File: config.mk
export PLATFORM = sky130hd
export DESIGN_NAME = psum_drain_serializer_flat
export DESIGN_NICKNAME = d
export VERILOG_FILES = /design/src/rtl/psum_drain_serializer_if.sv /design/src/rtl/psum_drain_serializer.sv /design/src/flat_wrapper.sv
export SDC_FILE = /design/constraint.sdc
export NUM_CORES = 1
export LEC_CHECK = 0
export CORE_MARGIN = 2
export CORE_UTILIZATION = 50
export DETAILED_ROUTE_END_ITERATION = 10
export GPL_ROUTABILITY_DRIVEN = 0
export MAX_ROUTING_LAYER = met4
export PLACE_DENSITY_LB_ADDON = 0.3
export SETUP_SLACK_MARGIN = 0.3
export SLEW_MARGIN = 10
export SYNTH_ARGS = -nofsm -noshare
export SYNTH_HDL_FRONTEND = slang
export SYNTH_SLANG_ARGS = --single-unit
File: constraint.sdc
create_clock -name i_clk -period 5.9 [get_ports i_clk]
set_input_delay 1.475 -clock i_clk [delete_from_list [all_inputs] [get_ports i_clk]]
set_output_delay 1.475 -clock i_clk [all_outputs]
set_load 0.1 [all_outputs]
File: src/rtl/psum_drain_serializer_if.sv
// Capture and drain handshake bundle for the partial-sum serializer.
// The slave side is the serializer; the master side is its environment.
interface psum_drain_serializer_if #(
  parameter int OC_W   = 16,
  parameter int OUT_W  = 16,
  parameter int N_ROWS = 8
);
  localparam int IDX_W = $clog2(N_ROWS);

  logic                     i_cap_valid;
  logic                     o_cap_ready;
  logic [N_ROWS*OC_W-1:0]   i_psums;
  logic                     o_valid;
  logic                     i_ready;
  logic [OUT_W-1:0]         o_data;
  logic [IDX_W-1:0]         o_idx;
  logic                     o_last;
  logic                     o_sat;

  modport slave (
    input  i_cap_valid,
    input  i_psums,
    input  i_ready,
    output o_cap_ready,
    output o_valid,
    output o_data,
    output o_idx,
    output o_last,
    output o_sat
  );

  modport master (
    output i_cap_valid,
    output i_psums,
    output i_ready,
    input  o_cap_ready,
    input  o_valid,
    input  o_data,
    input  o_idx,
    input  o_last,
    input  o_sat
  );
endinterface

File: src/rtl/psum_drain_serializer.sv
// Snapshots one column of partial sums and streams them out row by row,
// signed-saturating each word from OC_W to OUT_W bits.
module psum_drain_serializer #(
  parameter int OC_W   = 16,
  parameter int OUT_W  = 16,
  parameter int N_ROWS = 8
) (
  input  logic                  i_clk,
  input  logic                  i_rst,
  psum_drain_serializer_if.slave bus
);
  localparam int IDX_W = $clog2(N_ROWS);
  localparam int W     = (OUT_W > OC_W) ? OUT_W : OC_W;

  localparam logic signed [W-1:0] MAXV =
    W'({1'b0, {(OUT_W-1){1'b1}}});
  localparam logic signed [W-1:0] MINV = ~MAXV;

  localparam logic [IDX_W-1:0] LAST_IDX = IDX_W'(N_ROWS-1);
  localparam logic [IDX_W-1:0] ONE      = IDX_W'(1);

  typedef enum logic [0:0] {
    IDLE,
    SHIFT
  } state_t;

  state_t           state;
  logic [OC_W-1:0]  snap [N_ROWS];
  logic [IDX_W-1:0] cnt;
  logic [IDX_W-1:0] cnt_nxt;
  logic             xfer;
  logic             cap;
  logic [OUT_W:0]   sat0;
  logic [OUT_W:0]   satn;

  // MSB of the result is the clamp flag, the rest is the emitted word.
  function automatic logic [OUT_W:0] sat(
    input logic [OC_W-1:0] v
  );
    logic signed [W-1:0] x;
    x = W'(signed'(v));
    if (x > MAXV)
      sat = {1'b1, MAXV[OUT_W-1:0]};
    else if (x < MINV)
      sat = {1'b1, MINV[OUT_W-1:0]};
    else
      sat = {1'b0, x[OUT_W-1:0]};
  endfunction

  // Ready is combinational on i_ready so a new
  // snapshot can land on the last accepted beat.
  assign bus.o_cap_ready =
    (state == IDLE) |
    ((state == SHIFT) & bus.o_last & bus.i_ready);

  assign xfer    = bus.o_valid & bus.i_ready;
  assign cap     = bus.i_cap_valid & bus.o_cap_ready;
  assign cnt_nxt = cnt + ONE;

  always_comb begin
    sat0 = sat(bus.i_psums[0 +: OC_W]);
    satn = '0;
    if (cnt != LAST_IDX)
      satn = sat(snap[cnt_nxt]);
  end

  always_ff @(posedge i_clk) begin
    if (i_rst) begin
      state       <= IDLE;
      cnt         <= '0;
      for (int k = 0; k < N_ROWS; k++)
        snap[k] <= '0;
      bus.o_valid <= 1'b0;
      bus.o_data  <= '0;
      bus.o_idx   <= '0;
      bus.o_last  <= 1'b0;
      bus.o_sat   <= 1'b0;
    end else begin
      priority case (1'b1)
        cap: begin
          for (int k = 0; k < N_ROWS; k++)
            snap[k] <= bus.i_psums[k*OC_W +: OC_W];
          state       <= SHIFT;
          cnt         <= '0;
          bus.o_valid <= 1'b1;
          bus.o_idx   <= '0;
          bus.o_data  <= sat0[OUT_W-1:0];
          bus.o_sat   <= sat0[OUT_W];
          bus.o_last  <= 1'b0;
        end
        (xfer & ~bus.o_last): begin
          cnt         <= cnt_nxt;
          bus.o_idx   <= cnt_nxt;
          bus.o_data  <= satn[OUT_W-1:0];
          bus.o_sat   <= satn[OUT_W];
          bus.o_last  <= (cnt_nxt == LAST_IDX);
        end
        xfer: begin
          state       <= IDLE;
          cnt         <= '0;
          bus.o_valid <= 1'b0;
          bus.o_data  <= '0;
          bus.o_idx   <= '0;
          bus.o_last  <= 1'b0;
          bus.o_sat   <= 1'b0;
        end
        default: ;
      endcase
    end
  end
endmodule
File: src/flat_wrapper.sv
// flat-port wrapper written by rule: the top's interface ports become plain ports
module psum_drain_serializer_flat 
#(
  parameter int OC_W   = 16,
  parameter int OUT_W  = 16,
  parameter int N_ROWS = 8
)
  (i_clk, i_rst, bus_i_cap_valid, bus_i_psums, bus_i_ready, bus_o_cap_ready, bus_o_valid, bus_o_data, bus_o_idx, bus_o_last, bus_o_sat);
  psum_drain_serializer_if #(.OC_W(OC_W), .OUT_W(OUT_W), .N_ROWS(N_ROWS)) bus_i ();
  input  logic i_clk;
  input  logic i_rst;
  input wire logic [$bits(bus_i.i_cap_valid)-1:0] bus_i_cap_valid;
  input wire logic [$bits(bus_i.i_psums)-1:0] bus_i_psums;
  input wire logic [$bits(bus_i.i_ready)-1:0] bus_i_ready;
  output wire logic [$bits(bus_i.o_cap_ready)-1:0] bus_o_cap_ready;
  output wire logic [$bits(bus_i.o_valid)-1:0] bus_o_valid;
  output wire logic [$bits(bus_i.o_data)-1:0] bus_o_data;
  output wire logic [$bits(bus_i.o_idx)-1:0] bus_o_idx;
  output wire logic [$bits(bus_i.o_last)-1:0] bus_o_last;
  output wire logic [$bits(bus_i.o_sat)-1:0] bus_o_sat;
  assign bus_i.i_cap_valid = bus_i_cap_valid;
  assign bus_i.i_psums = bus_i_psums;
  assign bus_i.i_ready = bus_i_ready;
  assign bus_o_cap_ready = bus_i.o_cap_ready;
  assign bus_o_valid = bus_i.o_valid;
  assign bus_o_data = bus_i.o_data;
  assign bus_o_idx = bus_i.o_idx;
  assign bus_o_last = bus_i.o_last;
  assign bus_o_sat = bus_i.o_sat;
  psum_drain_serializer #(.OC_W(OC_W), .OUT_W(OUT_W), .N_ROWS(N_ROWS)) u_core (.i_clk(i_clk), .i_rst(i_rst), .bus(bus_i));
endmodule
## Yosys cells after proc, flatten, opt, wreduce, memory -nomap -nowiden

Memory sizes are Yosys's and may differ from the RTL's.
Index checks and enable logic that the tools add are counted.

| cells by class | value |
|---|---|
| $add $sub $neg | 1 |
| order comparisons | 4 |
| equality and inequality tests | 3 |
| muxes and demuxes | 29 |
| bitwise gates (word level) | 16 |
| reduce and logical (&&, ||, !) cells | 5 |

Operators with widths:

| operator | count |
|---|---|
| $mux 16 | 11 |
| $mux 17 | 5 |
| $gt 16x16->1 const B | 2 |
| $lt 16x16->1 const B | 2 |
| $mux 1 | 11 |
| $or 1x1->1 | 9 |
| $mux 3 | 2 |
| $and 1x1->1 | 5 |
| $reduce_bool 2->1 | 2 |
| $add 3x1->3 const B | 1 |
| $eq 3x3->1 const B | 1 |
| $ne 3x3->1 const B | 1 |
| $reduce_bool 3->1 | 1 |
| $ne 2x1->1 const B | 1 |
| $not 1->1 | 2 |
| $reduce_and 2->1 | 1 |
| $reduce_or 2->1 | 1 |

| storage, ports and cells | value |
|---|---|
| register bits after elaboration | 22 |
| bits in writable memories | 128 |
| bits of input ports | 132 |
| output and inout bits | 23 |
| logic and storage cells | 64 |
| memories kept | 1 |

Memory list:

| name | words | bits a word | rd ports | clocked after memory_dff | write ports | line | RTL |
|---|---|---|---|---|---|---|---|
| u_core.snap | 8 | 16 | 1 | 0 | 8 | psum_drain_serializer.sv:28 | `logic [OC_W-1:0] snap [N_ROWS];` |

## Longest topological paths before layout

| logic depth | value |
|---|---|
| word-level depth | 8 |
| gate-level depth with buffers | 9 |
| depth with buffers taken out | 6 |

## Worst setup path after synthesis

OpenSTA, ideal clock, no wires.

| timing | value |
|---|---|
| path type | input to register |
| from | input port bus_i_ready |
| to | memory u_core.snap[0][0] (enable) |
| setup time | 0.514 ns |
| arrival time | 5.302 ns |
| required time | 5.386 ns |
| setup slack | 0.084 ns |
| cell stages on the path | 3 |
| buffers on the path | 0 |
| path through | a21bo_2 -> nand2_2 -> nand2b_1 |

RTL lines:

| element | line | RTL |
|---|---|---|
| start: declaration | flat_wrapper.sv:14 | `input wire logic [$bits(bus_i.i_ready)-1:0] bus_i_ready;` |
| end: declaration | psum_drain_serializer.sv:28 |  |

## Final worst setup path

| timing | value |
|---|---|
| from | input port bus_i_ready |
| to | output port bus_o_cap_ready |

| between the ends | value |
|---|---|
| cells in the longest elaborated chain, start to end | 2 |

RTL lines:

| element | line | RTL |
|---|---|---|
| $and 1x1->1 | psum_drain_serializer.sv:54 | `((state == SHIFT) & bus.o_last & bus.i_ready);` |
| $or 1x1->1 | psum_drain_serializer.sv:53 | `(state == IDLE) \|` |
| end: declaration | flat_wrapper.sv:15 | `output wire logic [$bits(bus_i.o_cap_ready)-1:0] bus_o_cap_ready;` |

No other way between the ends.

==> impl_results.md <==
- Slew @ Worst Pin: roughly 1.2 ns
- Yosys warnings: 0
- Register-to-register setup slack: about 2.6 ns
- Worst-path clk slew: ~0.060 ns
- Footprint of the multi-input gates: about 0.0024 sq mm
- Comb pwr share: about 14%
- Layout Nets: between 700 and 800
- Peak supply drop: between 0.0002 and 0.00025 V
- Critical Path End Type: primary output
- Post-synthesis cell count: a little under 500
- Synth-to-layout area growth: 32.9%
- Largest net degree at the start of global routing: 69
- Pre-antenna DRT Iters: 4
- N_diodes: 0
- Cts bufs inserted: 17
- Worst Setup Start Kind: input pin
- Grt ovf: 0
- Slew Limit Fails: 0
- FF/Latch Area: 0.00429 sq mm
- Status: completed
- CP Data Arrival Time: 2.41 ns
- IO buf count: 154
- Hold depth: 2
- First-pass GRT wire length: around 23 mm
- Switching power: about 0.62 mW
- Detailed Place HPWL: slightly above 10 mm
- Sequential share of power: about 47%
- Req. time, crit path: roughly 4.4 ns
- Crit Path Class: input pin to primary output
- RSZ-0062 raised after global routing: no
- Routed WL: 15.0 mm
- CTS tree: yes
- PwrDens: 296 mW/mm^2
- Count leader, synth: edfxtp_1
- Synthesized area per cell: 14.1 sq um
- Crit path from: bus_i_ready
- Post-synth EDFFs: ~130
- Max Freq: between 200 and 300 MHz
- Total power: between 2 and 3 mW
- CORE AREA: roughly 0.013 sq mm
- Worst hold margin: ~0.43 ns
- Type of the most critical hold path: flip-flop to flip-flop
- R2R depth: 6
- Post-CTS setup buffers: 0
- # fillers: 945
- # setup viols final: 0
- Post-synth top cells: 128 x edfxtp_1, 112 x and2_1, 48 x mux2i_1
- Layout cell share with drive strength beyond 1: 12.4%
- GRT Total Usage: a little over a fifth
- Die ar.: 0.0146 sq mm
- Die height: 121 microns
- CP Max Fanout: 3
- Sequential-to-total area share from yosys stat: ~63%
- Std cell rows: 42
- Minimum clock period: just under 4 ns
- Clk Tree Root Cell: clkbuf_16
- Async set-reset flop share out of synthesis: 0%
- Top cell type's share of synthesized area: between 50% and 60%
- Via count: roughly 4.3k
- Number of DRC markers in iteration 0: ~300
- Leakage: 3.37 nW
- Worst-Skew Late Latency: approximately 0.41 ns
- Hold Buf Count CTS: 0
- Post-CTS Resized: 0
- HP Start: u_core.bus.o_sat
- Netlist cell types: 30
- Vias per inst: 5.28
- Worst Hold End: u_core.bus.o_sat
- Post-route cell area: about 0.009 sq mm
- Synthesized Nets: ~620
- Initial antenna violation count: 0
- FF-to-FF Start: u_core.bus.o_idx[0]
- Starting Density: 51.4%
- WL/cell: about 18 microns
- R2r endpoint: u_core.bus.o_data[2]
- Max cap viols: 0
- Mapped cell area: roughly 0.0068 sq mm
- Detail Route Antenna Nets: 0
- Placed Area: around 0.0085 sq mm
- Switching share of power: 23.1%
- Final Skew: roughly 0.0086 ns
- Most used DFF post-synth: edfxtp_1
- Pint: 2.06 mW
- Hold Vio Cnt, Final: 0
- Post-route DRC: 0
- Top Ports: around 160
- CTS H-tree depth: 4
- Fin crit share: 65.9%
- Relative slew slack: roughly a fifth
- Vias in the first global route: about 4.5k
- Chip width: 121 microns
- Synthesized flop and latch total: 150
- Clock sink total: 150
- Top cells by area, synth: edfxtp_1 56%, and2_1 10%, mux2i_1 7.1%
- Synth area leader: edfxtp_1
- Clk pwr share: 39.3%
- Worst-case clock buffer depth: 2
- Setup TNS: 0 ns
## logic make-up after synthesis
group / Yosys count / synth area share, %
AO/OA/AOI/OAI: 51 / 6.77
adder cells (fa/ha/maj): 3 / 0.552
buffers and inverters: 35 / 2.35
flip-flops: 150 / 63.0
multiplexers: 80 / 12.7
AND/OR/NAND/NOR: 164 / 14.7
## stage by stage
step / cells / setup slack (ns) / utilization, %
2_1_floorplan: 483 / 1.56 / -
3_3_place_gp: 783 / 1.86 / 63.9
3_5_place_dp: 783 / 1.77 / 63.9
4_1_cts: 815 / 2.01 / 68.3
5_1_grt: 815 / 1.98 / 68.3
6_report: 815 / 2.01 / 68.3
## worst max-delay path by stage
stage | cells past startpoint | endpoint
CTS | 3 | bus_o_cap_ready
global route | 6 | u_core.snap[3][11]
floorplan | 3 | u_core.snap[0][0]
global placement | 6 | u_core.snap[3][5]
detailed placement | 5 | u_core.snap[6][9]
finish | 3 | bus_o_cap_ready
## layout by cell type (no fill, tap or decap), types with 2 or more instances in the layout
master,count
clkbuf_1,5
o22ai_1,19
inv_1,2
o32ai_2,9
ha_1,3
edfxtp_1,128
o32ai_1,3
mux2i_1,48
clkinv_2,3
a21oi_1,3
a221o_1,3
dfxtp_1,21
nor2b_1,33
nand2_1,5
nor2_1,6
buf_4,3
a22o_1,12
mux2_2,30
mux4_2,2
clkbuf_16,20
and2_1,112
clkdlybuf4s50_1,152
## layout make-up
class                      count  area share, %
clock inverter                 7          0.747
tap                          176           2.43
inverter                       2         0.0830
sequential                   150           47.4
clock buffer                  25           5.74
multi-input combinational    298           26.3
timing repair buffer         157           17.3
## flip-flops by register name (all words and copies together) (netlist names)
name	count
u_core.state	1
u_core.bus.o_last	1
u_core.bus.o_sat	1
u_core.bus.o_data	16
u_core.bus.o_idx	3
u_core.snap	128
## routing by layer
layer	wire length (microns)	global-route usage (%)
met1	5920	25.4
met4	382	10.5
met3	832	4.29
met5	0	-
met2	7830	36.7
## power by group through the flow
| stage | clock network (mW) | logic (mW) | registers [mW] |
|---|---|---|---|
| 2_1_floorplan | 0 | 0.147 | 1.35 |
| 3_3_place_gp | 0 | 0.358 | 1.28 |
| 3_5_place_dp | 0 | 0.364 | 1.28 |
| 4_1_cts | 1.06 | 0.367 | 1.26 |
| 5_1_grt | 1.11 | 0.386 | 1.27 |
| 6_report | 1.05 | 0.365 | 1.26 |
## worst max-delay path, cell delays in order
cell,delay (ns)
clkdlybuf4s50_1,0.48
a21bo_2,0.16
buf_4,0.29
Note: power is estimated with default switching activity, not from simulation.
